<file path="config.mk">
export PLATFORM = sky130hd
export DESIGN_NAME = pc_source_unit_flat
export DESIGN_NICKNAME = d
export VERILOG_FILES = /design/src/rtl/pc_source_if.sv /design/src/rtl/pc_source_unit.sv /design/src/flat_wrapper.sv
export SDC_FILE = /design/constraint.sdc
export NUM_CORES = 1
export LEC_CHECK = 0
export BUFFER_PORTS_ARGS = -buffer_cell sky130_fd_sc_hd__buf_2
export CAP_MARGIN = 20
export CORE_MARGIN = 2
export CORE_UTILIZATION = 48
export CTS_CLUSTER_SIZE = 24
export DETAILED_ROUTE_END_ITERATION = 6
export PLACE_DENSITY_LB_ADDON = 0.3
export SLEW_MARGIN = 20
export SYNTH_ARGS = -nofsm -noshare
export SYNTH_HDL_FRONTEND = slang
export SYNTH_SLANG_ARGS = --single-unit
</file>
<file path="constraint.sdc">
create_clock -name clk -period 1.82 [get_ports clk]
set_input_delay 0.182 -clock clk [delete_from_list [all_inputs] [get_ports clk]]
set_output_delay 0.182 -clock clk [all_outputs]
set_load 0.05 [all_outputs]
</file>
<file path="src/rtl/pc_source_if.sv">
// Bus between the control/ALU side and the PC source unit: candidate addresses,
// commit requests and the resulting PC state.
interface pc_source_if #(
    parameter int unsigned DATA_W = 32,
    parameter int unsigned N_SRC  = 5,
    parameter int unsigned SEL_W  = 3,
    parameter int unsigned CNT_W  = 16
);
    logic [SEL_W-1:0]        sel;
    logic [N_SRC*DATA_W-1:0] src_data;
    logic                    pc_write;
    logic                    pc_write_cond;
    logic                    cond_true;
    logic                    stall;
    logic [DATA_W-1:0]       pc_next;
    logic [DATA_W-1:0]       pc_out;
    logic [DATA_W-1:0]       prev_pc;
    logic                    commit;
    logic                    pending;
    logic                    sel_err;
    logic [CNT_W-1:0]        commit_cnt;

    modport master (
        output sel, src_data, pc_write, pc_write_cond, cond_true, stall,
        input  pc_next, pc_out, prev_pc, commit, pending, sel_err, commit_cnt
    );

    modport slave (
        input  sel, src_data, pc_write, pc_write_cond, cond_true, stall,
        output pc_next, pc_out, prev_pc, commit, pending, sel_err, commit_cnt
    );
endinterface

</file>
<file path="src/rtl/pc_source_unit.sv">
// PC-next selector and PC register; commits requested while stalled are held and
// applied when the stall releases, with a newer request taking priority.
module pc_source_unit #(
    parameter int unsigned       DATA_W   = 32,
    parameter int unsigned       N_SRC    = 5,
    parameter int unsigned       SEL_W    = 3,
    parameter logic [DATA_W-1:0] RESET_PC = '0,
    parameter int unsigned       CNT_W    = 16
) (
    input  logic        clk,
    input  logic        reset,
    pc_source_if.slave  bus
);

    typedef enum logic [0:0] {StIdle, StPending} state_e;

    state_e            state_q, state_d;
    logic [DATA_W-1:0] pc_q, pc_d;
    logic [DATA_W-1:0] prev_q, prev_d;
    logic [DATA_W-1:0] held_q, held_d;
    logic              commit_q, commit_d;
    logic              sel_err_q, sel_err_d;
    logic [CNT_W-1:0]  cnt_q, cnt_d;

    logic [DATA_W-1:0] pc_next;
    logic              sel_bad;
    logic              req;
    logic              do_commit;
    logic [DATA_W-1:0] commit_val;

    // Out-of-range selectors fall back to source 0.
    always_comb begin
        pc_next = bus.src_data[DATA_W-1:0];
        sel_bad = 1'b1;
        for (int unsigned k = 0; k < N_SRC; k++) begin
            if (bus.sel == SEL_W'(k)) begin
                pc_next = bus.src_data[k*DATA_W +: DATA_W];
                sel_bad = 1'b0;
            end
        end
    end

    assign req = bus.pc_write | (bus.pc_write_cond & bus.cond_true);

    always_comb begin
        state_d    = state_q;
        held_d     = held_q;
        do_commit  = 1'b0;
        commit_val = pc_next;
        sel_err_d  = sel_err_q | (req & sel_bad);

        unique case (state_q)
            StIdle: begin
                if (req && bus.stall) begin
                    held_d  = pc_next;
                    state_d = StPending;
                end else if (req) begin
                    do_commit = 1'b1;
                end
            end
            StPending: begin
                if (bus.stall) begin
                    if (req) begin
                        held_d = pc_next;
                    end
                end else begin
                    do_commit  = 1'b1;
                    commit_val = req ? pc_next : held_q;
                    held_d     = '0;
                    state_d    = StIdle;
                end
            end
            default: state_d = StIdle;
        endcase

        pc_d     = pc_q;
        prev_d   = prev_q;
        cnt_d    = cnt_q;
        commit_d = do_commit;
        if (do_commit) begin
            pc_d   = commit_val;
            prev_d = pc_q;
            cnt_d  = cnt_q + CNT_W'(1);
        end
    end

    always_ff @(posedge clk or negedge reset) begin
        if (!reset) begin
            state_q   <= StIdle;
            pc_q      <= RESET_PC;
            prev_q    <= RESET_PC;
            held_q    <= '0;
            commit_q  <= 1'b0;
            sel_err_q <= 1'b0;
            cnt_q     <= '0;
        end else begin
            state_q   <= state_d;
            pc_q      <= pc_d;
            prev_q    <= prev_d;
            held_q    <= held_d;
            commit_q  <= commit_d;
            sel_err_q <= sel_err_d;
            cnt_q     <= cnt_d;
        end
    end

    assign bus.pc_next    = pc_next;
    assign bus.pc_out     = pc_q;
    assign bus.prev_pc    = prev_q;
    assign bus.commit     = commit_q;
    assign bus.pending    = (state_q == StPending);
    assign bus.sel_err    = sel_err_q;
    assign bus.commit_cnt = cnt_q;

endmodule

</file>
<file path="src/flat_wrapper.sv">
// flat-port wrapper written by rule: the top's interface ports become plain ports
module pc_source_unit_flat 
#(
    parameter int unsigned       DATA_W   = 32,
    parameter int unsigned       N_SRC    = 5,
    parameter int unsigned       SEL_W    = 3,
    parameter logic [DATA_W-1:0] RESET_PC = '0,
    parameter int unsigned       CNT_W    = 16
)
  (clk, reset, bus_sel, bus_src_data, bus_pc_write, bus_pc_write_cond, bus_cond_true, bus_stall, bus_pc_next, bus_pc_out, bus_prev_pc, bus_commit, bus_pending, bus_sel_err, bus_commit_cnt);
  pc_source_if #(.DATA_W(DATA_W), .N_SRC(N_SRC), .SEL_W(SEL_W), .CNT_W(CNT_W)) bus_i ();
  input  logic clk;
  input  logic reset;
  input wire logic [$bits(bus_i.sel)-1:0] bus_sel;
  input wire logic [$bits(bus_i.src_data)-1:0] bus_src_data;
  input wire logic [$bits(bus_i.pc_write)-1:0] bus_pc_write;
  input wire logic [$bits(bus_i.pc_write_cond)-1:0] bus_pc_write_cond;
  input wire logic [$bits(bus_i.cond_true)-1:0] bus_cond_true;
  input wire logic [$bits(bus_i.stall)-1:0] bus_stall;
  output wire logic [$bits(bus_i.pc_next)-1:0] bus_pc_next;
  output wire logic [$bits(bus_i.pc_out)-1:0] bus_pc_out;
  output wire logic [$bits(bus_i.prev_pc)-1:0] bus_prev_pc;
  output wire logic [$bits(bus_i.commit)-1:0] bus_commit;
  output wire logic [$bits(bus_i.pending)-1:0] bus_pending;
  output wire logic [$bits(bus_i.sel_err)-1:0] bus_sel_err;
  output wire logic [$bits(bus_i.commit_cnt)-1:0] bus_commit_cnt;
  assign bus_i.sel = bus_sel;
  assign bus_i.src_data = bus_src_data;
  assign bus_i.pc_write = bus_pc_write;
  assign bus_i.pc_write_cond = bus_pc_write_cond;
  assign bus_i.cond_true = bus_cond_true;
  assign bus_i.stall = bus_stall;
  assign bus_pc_next = bus_i.pc_next;
  assign bus_pc_out = bus_i.pc_out;
  assign bus_prev_pc = bus_i.prev_pc;
  assign bus_commit = bus_i.commit;
  assign bus_pending = bus_i.pending;
  assign bus_sel_err = bus_i.sel_err;
  assign bus_commit_cnt = bus_i.commit_cnt;
  pc_source_unit #(.DATA_W(DATA_W), .N_SRC(N_SRC), .SEL_W(SEL_W), .RESET_PC(RESET_PC), .CNT_W(CNT_W)) u_core (.clk(clk), .reset(reset), .bus(bus_i));
endmodule
</file>
* After elaboration in Yosys (flattened, before gate mapping)
Cells that the tools add are included.
** Cells by class
- Add/subtract/negate cells :: 1
- Multipliers :: 0
- Divide/modulo/power cells :: 0
- $lt $le $gt $ge :: 0
- Equal/unequal tests :: 5
- Shift-type cells :: 0
- Muxes and demuxes :: 22
- Bitwise gates (word level) :: 5
- Reductions and logical operators :: 2
** Operators with widths (count)
- 2-to-1 mux 32 bit :: 9
- case mux 32 bit (2 select lines) :: 1
- adder 16 x 1 -> 16 bit, second input constant :: 1
- 2-to-1 mux 1 bit :: 10
- equality test 3 x 2 -> 1 bit, second input constant :: 2
- case mux 1 bit (2 select lines) :: 2
- equality test 3 x 1 -> 1 bit, second input constant :: 1
- equality test 3 bit, second input constant :: 1
- zero test 3 bit :: 1
- bitwise AND 1 bit :: 2
- inequality test 2 x 1 -> 1 bit, second input constant :: 1
- bitwise OR 1 bit :: 2
- logical AND 1 bit :: 1
- NOT 1 bit :: 1
** Word-level totals
- Flip-flop bits (word level) :: 115
- Latch bits :: 0
- Memory bits (writable) :: 0
- Bits in read-only memories :: 0
- Input bits :: 169
- Output and inout bits :: 115
- Word-level logic and storage cells :: 42
- Memories kept :: 0

* Depth between registers and ports, before layout
Gate-level depths: netlist (run 1).
- Depth in word-level cells :: 8
- Mapped depth :: 7

* Worst setup path after synthesis (run 1)
Ideal clock, no wire load.
- Path type :: register to register
- From :: reg u_core.cnt_q[0], in the netlist u_core.bus.commit_cnt[0]
- To :: reg u_core.cnt_q[10], in the netlist u_core.bus.commit_cnt[10]
- Setup time :: 0.141 ns
- Data arrival time :: 1.668 ns
- Path slack :: 0.011 ns
- Stages on the path, launching flop included :: 6
- Clock period less this slack :: 1.809 ns
- Cell sequence :: dfrtp_1 > ha_1 > nand2_1 > nor4_1 > nand4_1 > xnor2_1
** On the way
- Word-level cells in the longest chain between the ends :: 1
** Ends and longest elaborated chain
- from (decl) :: RTL line pc_source_unit.sv:23 : logic [CNT_W-1:0] cnt_q, cnt_d;
- from (signal assigned) :: RTL line pc_source_unit.sv:103 : cnt_q <= cnt_d;
- adder 16 x 1 -> 16 bit :: RTL line pc_source_unit.sv:83 : cnt_d = cnt_q + CNT_W'(1);
No other way between the ends.
A chain may end at the register's enable or synchronous reset.

* Worst setup path after layout (run 1)
- From :: in bus_sel[1]
- To :: out bus_pc_next[2]
** On the way
- Word-level cells in the longest chain between the ends :: 5
** Ends and longest elaborated chain
- from (decl) :: RTL line flat_wrapper.sv:14 : input wire logic [$bits(bus_i.sel)-1:0] bus_sel;
- equality test 3 x 1 -> 1 bit :: RTL line pc_source_unit.sv:36 : if (bus.sel == SEL_W'(k)) begin
- 2-to-1 mux 32 bit (3 in a row) :: RTL line pc_source_unit.sv:36
- 2-to-1 mux 32 bit * :: RTL line pc_source_unit.sv:36
- to (decl) :: RTL line flat_wrapper.sv:20 : output wire logic [$bits(bus_i.pc_next)-1:0] bus_pc_next;
Every way passes the cells marked *; elsewhere a longest branch is shown, timed or not.

==> results.ini, run 1 <==
[status]
status = complete, no violations

[power_and_ir_drop]
ir_worst_vdd_uv = 651
leakage_uw = 0.00454
p_per_area_nw_per_um2 = 1150

[place]
place.gp.congestion = 0.979
dp_hpwl_um = 15100
place_ws_ns = 0.0249
io_buffers = 283

[sta]
totalNegativeSetupSlack_ns = 0
worst_pin_slew_ns = 0.519
fmax_ghz = 0.581
rsz0062_at_grt = false
setup_violations = 0
finalWorstSetupSlack_ns = 0.0978
finalHoldWorstSlack_ns = 0.113
skew_ns = 0.00920
slew_headroom = 0.651
finalCritPeriodShare = 0.946
finalWorstPathRequiredPeriod_ns = 1.72
maxSlewViolCount = 0
final_hold_viol_count = 0

[global_route]
grt-ovfl-total = 0
grt_pass1_wl_um = 31900
gr-usage-all-layers = 0.281
grt_pass1_vias = 6166
grt_max_degree = 55
antenna_found_initial = 0

[floorplanning]
start_util = 0.489
die_h_um = 120
die_width_um = 120
core_um2 = 13100
ios = 284
rows = 42
die_area_um2 = 14300

[critical_path]
cp.arrival_ns = 1.54
rr_worst_depth = 6
critPathSlowestCell = buf_4
rrSetupSlack_ns = 0.20
cp_max_fo = 16
critical_path_class = input port to primary output
worst_path_largest_cell_delay_ns = 0.27
critPathCaptureType = primary output
path_cells = buf_2, nor2b_2, buf_4, a22oi_1, a22oi_2, inv_1, buf_2
worstPathRequired_ns = 1.64
startpoint_type = input port
path_common_cell = buf_2

[yosys]
avgSynthCellArea_um2 = 8.56
synth_edf_count = 0
synth_area_leaders = dfrtp_1 45%, nand2_1 12%, a22oi_2 5.3%
syn_nets = 920
synthArstFlopShare = 1.00
yosys_most_used_dff = dfrtp_1
synthCells = 750
ys_ff_latch = 115
synth_area_um2 = 6420
synth_top_cells_by_count = 203 x nand2_1, 115 x dfrtp_1, 67 x o21ai_0
yosys_warnings = 0
synth_top_area_frac = 0.448
yosysMostFrequentCell = nand2_1
ys_types = 35
yosysSeqAreaShare = 0.448
synth_area_leader_cell = dfrtp_1

[layout]
layout.nets = 1211
nFillCells = 1146
syn_to_final_growth_pct = 38.3
drive_gt1_frac = 0.379
postLayoutCoreUtil = 0.676
multi_input_area_um2 = 3110
final-seq-area_um2 = 2880

[routing]
postRouteAntennaNets = 0
wl_per_cell_um = 16.4
num_vias = 6721
drc = 0
drt_iter0_drc = 510
drt_wl_total_um = 20200
avgViaCountPerCell = 5.46
dr.pass1.iters = 6

[clock_network]
h-tree-depth = 4
cts.sinks = 115
clkLatencyLatePin_ns = 0.40
cts-root-buf = clkbuf_16
cts_setup_buffers = 0
clk_pin_slew_ns = 0.05
cts_tree = done
cts_buffer_depth = 2
cts-buffers-inserted = 17

[min_path]
hold_depth = 3
hold_class = input port to register

[run]
drv_cap = 0

layer usage:
layer | wire (um) | track usage | vias up
met4 | 493 | 0.102 | 0
met2 | 9660 | 0.449 | 324
met5 | 0 | 0 | -
li1 | - | - | 3197
met3 | 1480 | 0.0456 | 41
met1 | 8570 | 0.387 | 3159
where the power goes:
group,internal [uW],switching (uW)
Clock,2210,1100
Sequential,3010,355
Combinational,967,2550
Total,6180,4010
state kept, by name, summed over array words and instances (netlist names):
name	flops
u_core.bus.commit	1
u_core.bus.commit_cnt	16
u_core.bus.sel_err	1
u_core.bus.pending	1
u_core.bus.pc_out	32
u_core.held_q	32
u_core.bus.prev_pc	32
what timing repair did:
| action | in CTS | in global routing |
|---|---|---|
| endpoints found under the setup margin | 0 | 18 |
| hold buffers | 1 | 0 |
| hold endpoints to repair | 29 | 0 |
| gates resized for setup | 0 | 2 |
final timing paths:
check                                              startpoint                                 end
min in group asynchronous                               reset   u_core.bus.prev_pc[5]$_DFFE_PN0P_
min                                         bus_src_data[132]        u_core.held_q[4]$_DFFE_PN0P_
max reg2reg                      u_core.bus.pending$_DFF_PN0_  u_core.bus.prev_pc[25]$_DFFE_PN0P_
max in group asynchronous                               reset   u_core.bus.pc_out[31]$_DFFE_PN0P_
min reg2reg                u_core.bus.prev_pc[11]$_DFFE_PN0P_  u_core.bus.prev_pc[11]$_DFFE_PN0P_
max                                                bus_sel[1]                      bus_pc_next[2]
per-stage QoR:
step,instances,total power [uW],area (um2)
after detailed placement,1197,6920,8270
after global placement,1197,6880,8270
after global routing,1229,10600,8880
final,1230,10200,8880
after floorplan,750,5780,6420
after CTS,1229,10200,8870
final cells by class:
| cell class | count | area share |
|---|---|---|
| clock buffers | 21 | 0.0518 |
| clock inverters | 10 | 0.0149 |
| inverters | 34 | 0.0144 |
| multi-input cells | 537 | 0.350 |
| repair buffers | 336 | 0.220 |
| well taps | 176 | 0.0248 |
| diodes | 1 | 0.000282 |
| flip-flops and latches | 115 | 0.324 |
critical path, delay by kind of cell:
| kind | cells | cell delay, ns |
|---|---|---|
| buffers and inverters | 4 | 0.72 |
| AOI/OAI and AO/OA | 2 | 0.37 |
| and+or+nand+nor | 1 | 0.26 |
cell families (layout without fill, tap and decap cells):
family                     count (synthesis)  in the layout  share of synthesized area
and+or+nand+nor                          291            291                      0.187
adders and majority gates                  1              1                    0.00195
DFF                                      115            115                      0.448
muxes                                     33             33                     0.0514
xor gates and xnor gates                  15             15                     0.0205
other                                      0              1                          0
buffers and inverters                     98            401                     0.0709
AOI/OAI and AO/OA                        197            197                      0.220
cell usage in the layout (no fill, tap or decap), types with 2 or more instances in the layout:
cell type,n
a22oi_1,37
a22oi_2,27
and3_1,2
buf_12,10
buf_2,281
buf_4,43
bufinv_16,3
clkbuf_1,2
clkbuf_16,17
clkbuf_8,2
clkinv_2,5
clkinv_4,2
dfrtp_1,115
inv_1,33
mux2i_1,32
nand2_1,203
nand3_1,4
nand4_1,4
nor2_1,33
nor3_1,35
o21ai_0,67
o21ai_1,30
o221ai_1,32
xnor2_1,10
xor2_1,5
(Power assumes the default switching activity.)
==> run 2: changes to the inputs <==
CELL_PAD_IN_SITES_DETAIL_PLACEMENT = 2   (was not set)
CELL_PAD_IN_SITES_GLOBAL_PLACEMENT = 2   (was not set)
CORE_UTILIZATION = 27   (was 48)
CTS_BUF_LIST = sky130_fd_sc_hd__clkbuf_2   (was not set)
==> results.ini, run 2 (same netlist as run 1, synthesis figures left out) <==
[status]
status = complete, no violations

[floorplanning]
ios = 284  ; unchanged
core_um2 = 23400  ; +78%
die_area_um2 = 25000  ; +75%
die_h_um = 158  ; +32%
die_width_um = 158  ; +32%
rows = 56  ; +33%
start_util = 0.274  ; -0.214

[routing]
wl_per_cell_um = 19.0  ; +16%
postRouteAntennaNets = 0  ; unchanged
drt_iter0_drc = 274  ; -46%
num_vias = 7058  ; +5.0%
drt_wl_total_um = 27300  ; +35%
avgViaCountPerCell = 4.91  ; -10%
drc = 0  ; unchanged
dr.pass1.iters = 4  ; -2

[layout]
nFillCells = 2698  ; +140%
syn_to_final_growth_pct = 45.9
final_common_cell = buf_2
final-seq-area_um2 = 2880  ; unchanged
layout.nets = 1270  ; +4.9%
final_cell_mix = 281 x buf_2, 203 x nand2_1, 115 x dfrtp_1
instances_no_fill = 1437  ; +17%
fin_area_um2 = 9370  ; +5.5%
multi_input_area_um2 = 3130  ; +0.48%
drive_gt1_frac = 0.379  ; about the same

[critical_path]
path_common_cell = buf_4
critical-path-top-delay-family = buffers and inverters
cp_max_fo = 11  ; -5
worst_path_largest_cell_delay_ns = 0.24  ; -0.03 ns
rr_worst_depth = 5  ; -1
path_cells = buf_4, buf_12, buf_4, mux2i_1, a22oi_1, a22oi_2, inv_1, buf_2
cp_num_buf_inv = 5  ; +1
cp.arrival_ns = 1.56  ; +0.02 ns
startpoint_type = input port
worstPathRequired_ns = 1.64  ; about the same
critPathSlowestCell = mux2i_1
critPathCaptureType = primary output
critical_path_class = input port to primary output
cp.depth = 8  ; +1

[place]
dp_cells = 1358  ; +13%
io_buffers = 283  ; unchanged
postPlaceCellArea_um2 = 8700  ; +5.2%
place_ws_ns = -0.162  ; -0.187 ns
place.gp.congestion = 0.786  ; -20%
dp_hpwl_um = 20100  ; +33%

[power_and_ir_drop]
finalPower_uw = 8770  ; -14%
p_per_area_nw_per_um2 = 936  ; -18%
ir_worst_vdd_uv = 403  ; -38%
leakage_uw = 0.00468  ; +3.0%

[sta]
maxSlewViolCount = 0  ; unchanged
finalCritPeriodShare = 0.957  ; +0.0112
slew_headroom = 0.687  ; +0.0364
skew_ns = 0.0275  ; +0.0183 ns
rsz0062_at_grt = true
setup_violations = 0  ; unchanged
finalWorstPathRequiredPeriod_ns = 1.74  ; +0.0204 ns
finalHoldWorstSlack_ns = 0.0963  ; -0.0165 ns
final_hold_viol_count = 0  ; unchanged
worst_pin_slew_ns = 0.469  ; -0.0503 ns
fmax_ghz = 0.574  ; -1.2%
finalWorstSetupSlack_ns = 0.0774  ; -0.0204 ns

[global_route]
grt_pass1_wl_um = 42700  ; +34%
grt_max_degree = 48  ; -13%
gr-usage-met3 = 0.0411  ; -0.00457
antenna_found_initial = 4  ; +4
grt_pass1_vias = 7591  ; +23%
grt-ovfl-total = 0  ; unchanged
gr-usage-all-layers = 0.221  ; -0.0599
grt.met1_usage = 0.290  ; -0.0966
busiest_layer = met2
met2_usage = 0.379  ; -0.0693

[clock_network]
cts_buffer_depth = 2  ; unchanged
cts-root-buf = clkbuf_2
cts.sinks = 115  ; unchanged
clk_pin_slew_ns = 0.16  ; +0.11 ns
cts-buffers-inserted = 17  ; unchanged
cts_tree = done
clkLatencyLatePin_ns = 0.66  ; +0.26 ns
h-tree-depth = 4  ; unchanged

[min_path]
hold_class = input port to register
hold_depth = 4  ; +1

[run]
drv_cap = 0  ; unchanged

[run 2: worst min-delay path: stages]
cell	delay (ns)
buf_2	0.11
a22oi_2	0.12
buf_4	0.16
o21ai_0	0.15
[run 2: through the flow]
stage / TNS [ns] / utilization
after floorplan: 0 / -
after global routing: -0.0271 / 0.400
after global placement: -0.0362 / 0.372
after detailed placement: -0.515 / 0.372
final: 0 / 0.400
after CTS: 0 / 0.399
[run 2: worst paths after layout]
path | from | end | slack (ns)
max in group asynchronous | reset | u_core.bus.pc_out[21]$_DFFE_PN0P_ | 0.92
min in group asynchronous | reset | u_core.bus.prev_pc[13]$_DFFE_PN0P_ | 0.60
setup reg to reg | u_core.bus.pending$_DFF_PN0_ | u_core.bus.commit_cnt[5]$_DFFE_PN0P_ | 0.14
setup / recovery | bus_sel[0] | bus_pc_next[15] | 0.08
hold reg to reg | u_core.bus.commit_cnt[15]$_DFFE_PN0P_ | u_core.bus.commit_cnt[15]$_DFFE_PN0P_ | 0.49
hold / removal | bus_src_data[159] | u_core.held_q[31]$_DFFE_PN0P_ | 0.1
[run 2: cell type report]
| cell class | instances | area share |
|---|---|---|
| Timing Repair Buffer | 395 | 0.279 |
| Sequential cell | 115 | 0.307 |
| Inverter | 34 | 0.0136 |
| Tap cell | 319 | 0.0426 |
| Clock buffer | 20 | 0.0107 |
| Multi-Input combinational cell | 537 | 0.334 |
| Clock inverter | 12 | 0.0123 |
| Antenna cell | 5 | 0.00134 |
[run 2: what timing repair did]
action                                  in CTS  in global routing
buffers inserted                             1                  1
resized for setup                            3                  1
endpoints found under the setup margin       3                  3
hold endpoints to repair                   179                  0
pin swaps                                    1                  2
hold buffers                                40                  0
[run 2: report_power, final]
group          internal [uW]  leakage [uW]  switching (uW)
logic                   1110       0.00311            2690
clock network            619      0.000126             989
registers               3000       0.00144             378
[run 2: routing by layer]
metal,vias to the layer above,part of all wire,routed length (um)
met5,-,0.00048,13
met4,2,0.0096,263
met3,20,0.043,1170
met2,185,0.50,13700
met1,3533,0.45,12200
li1,3318,-,-
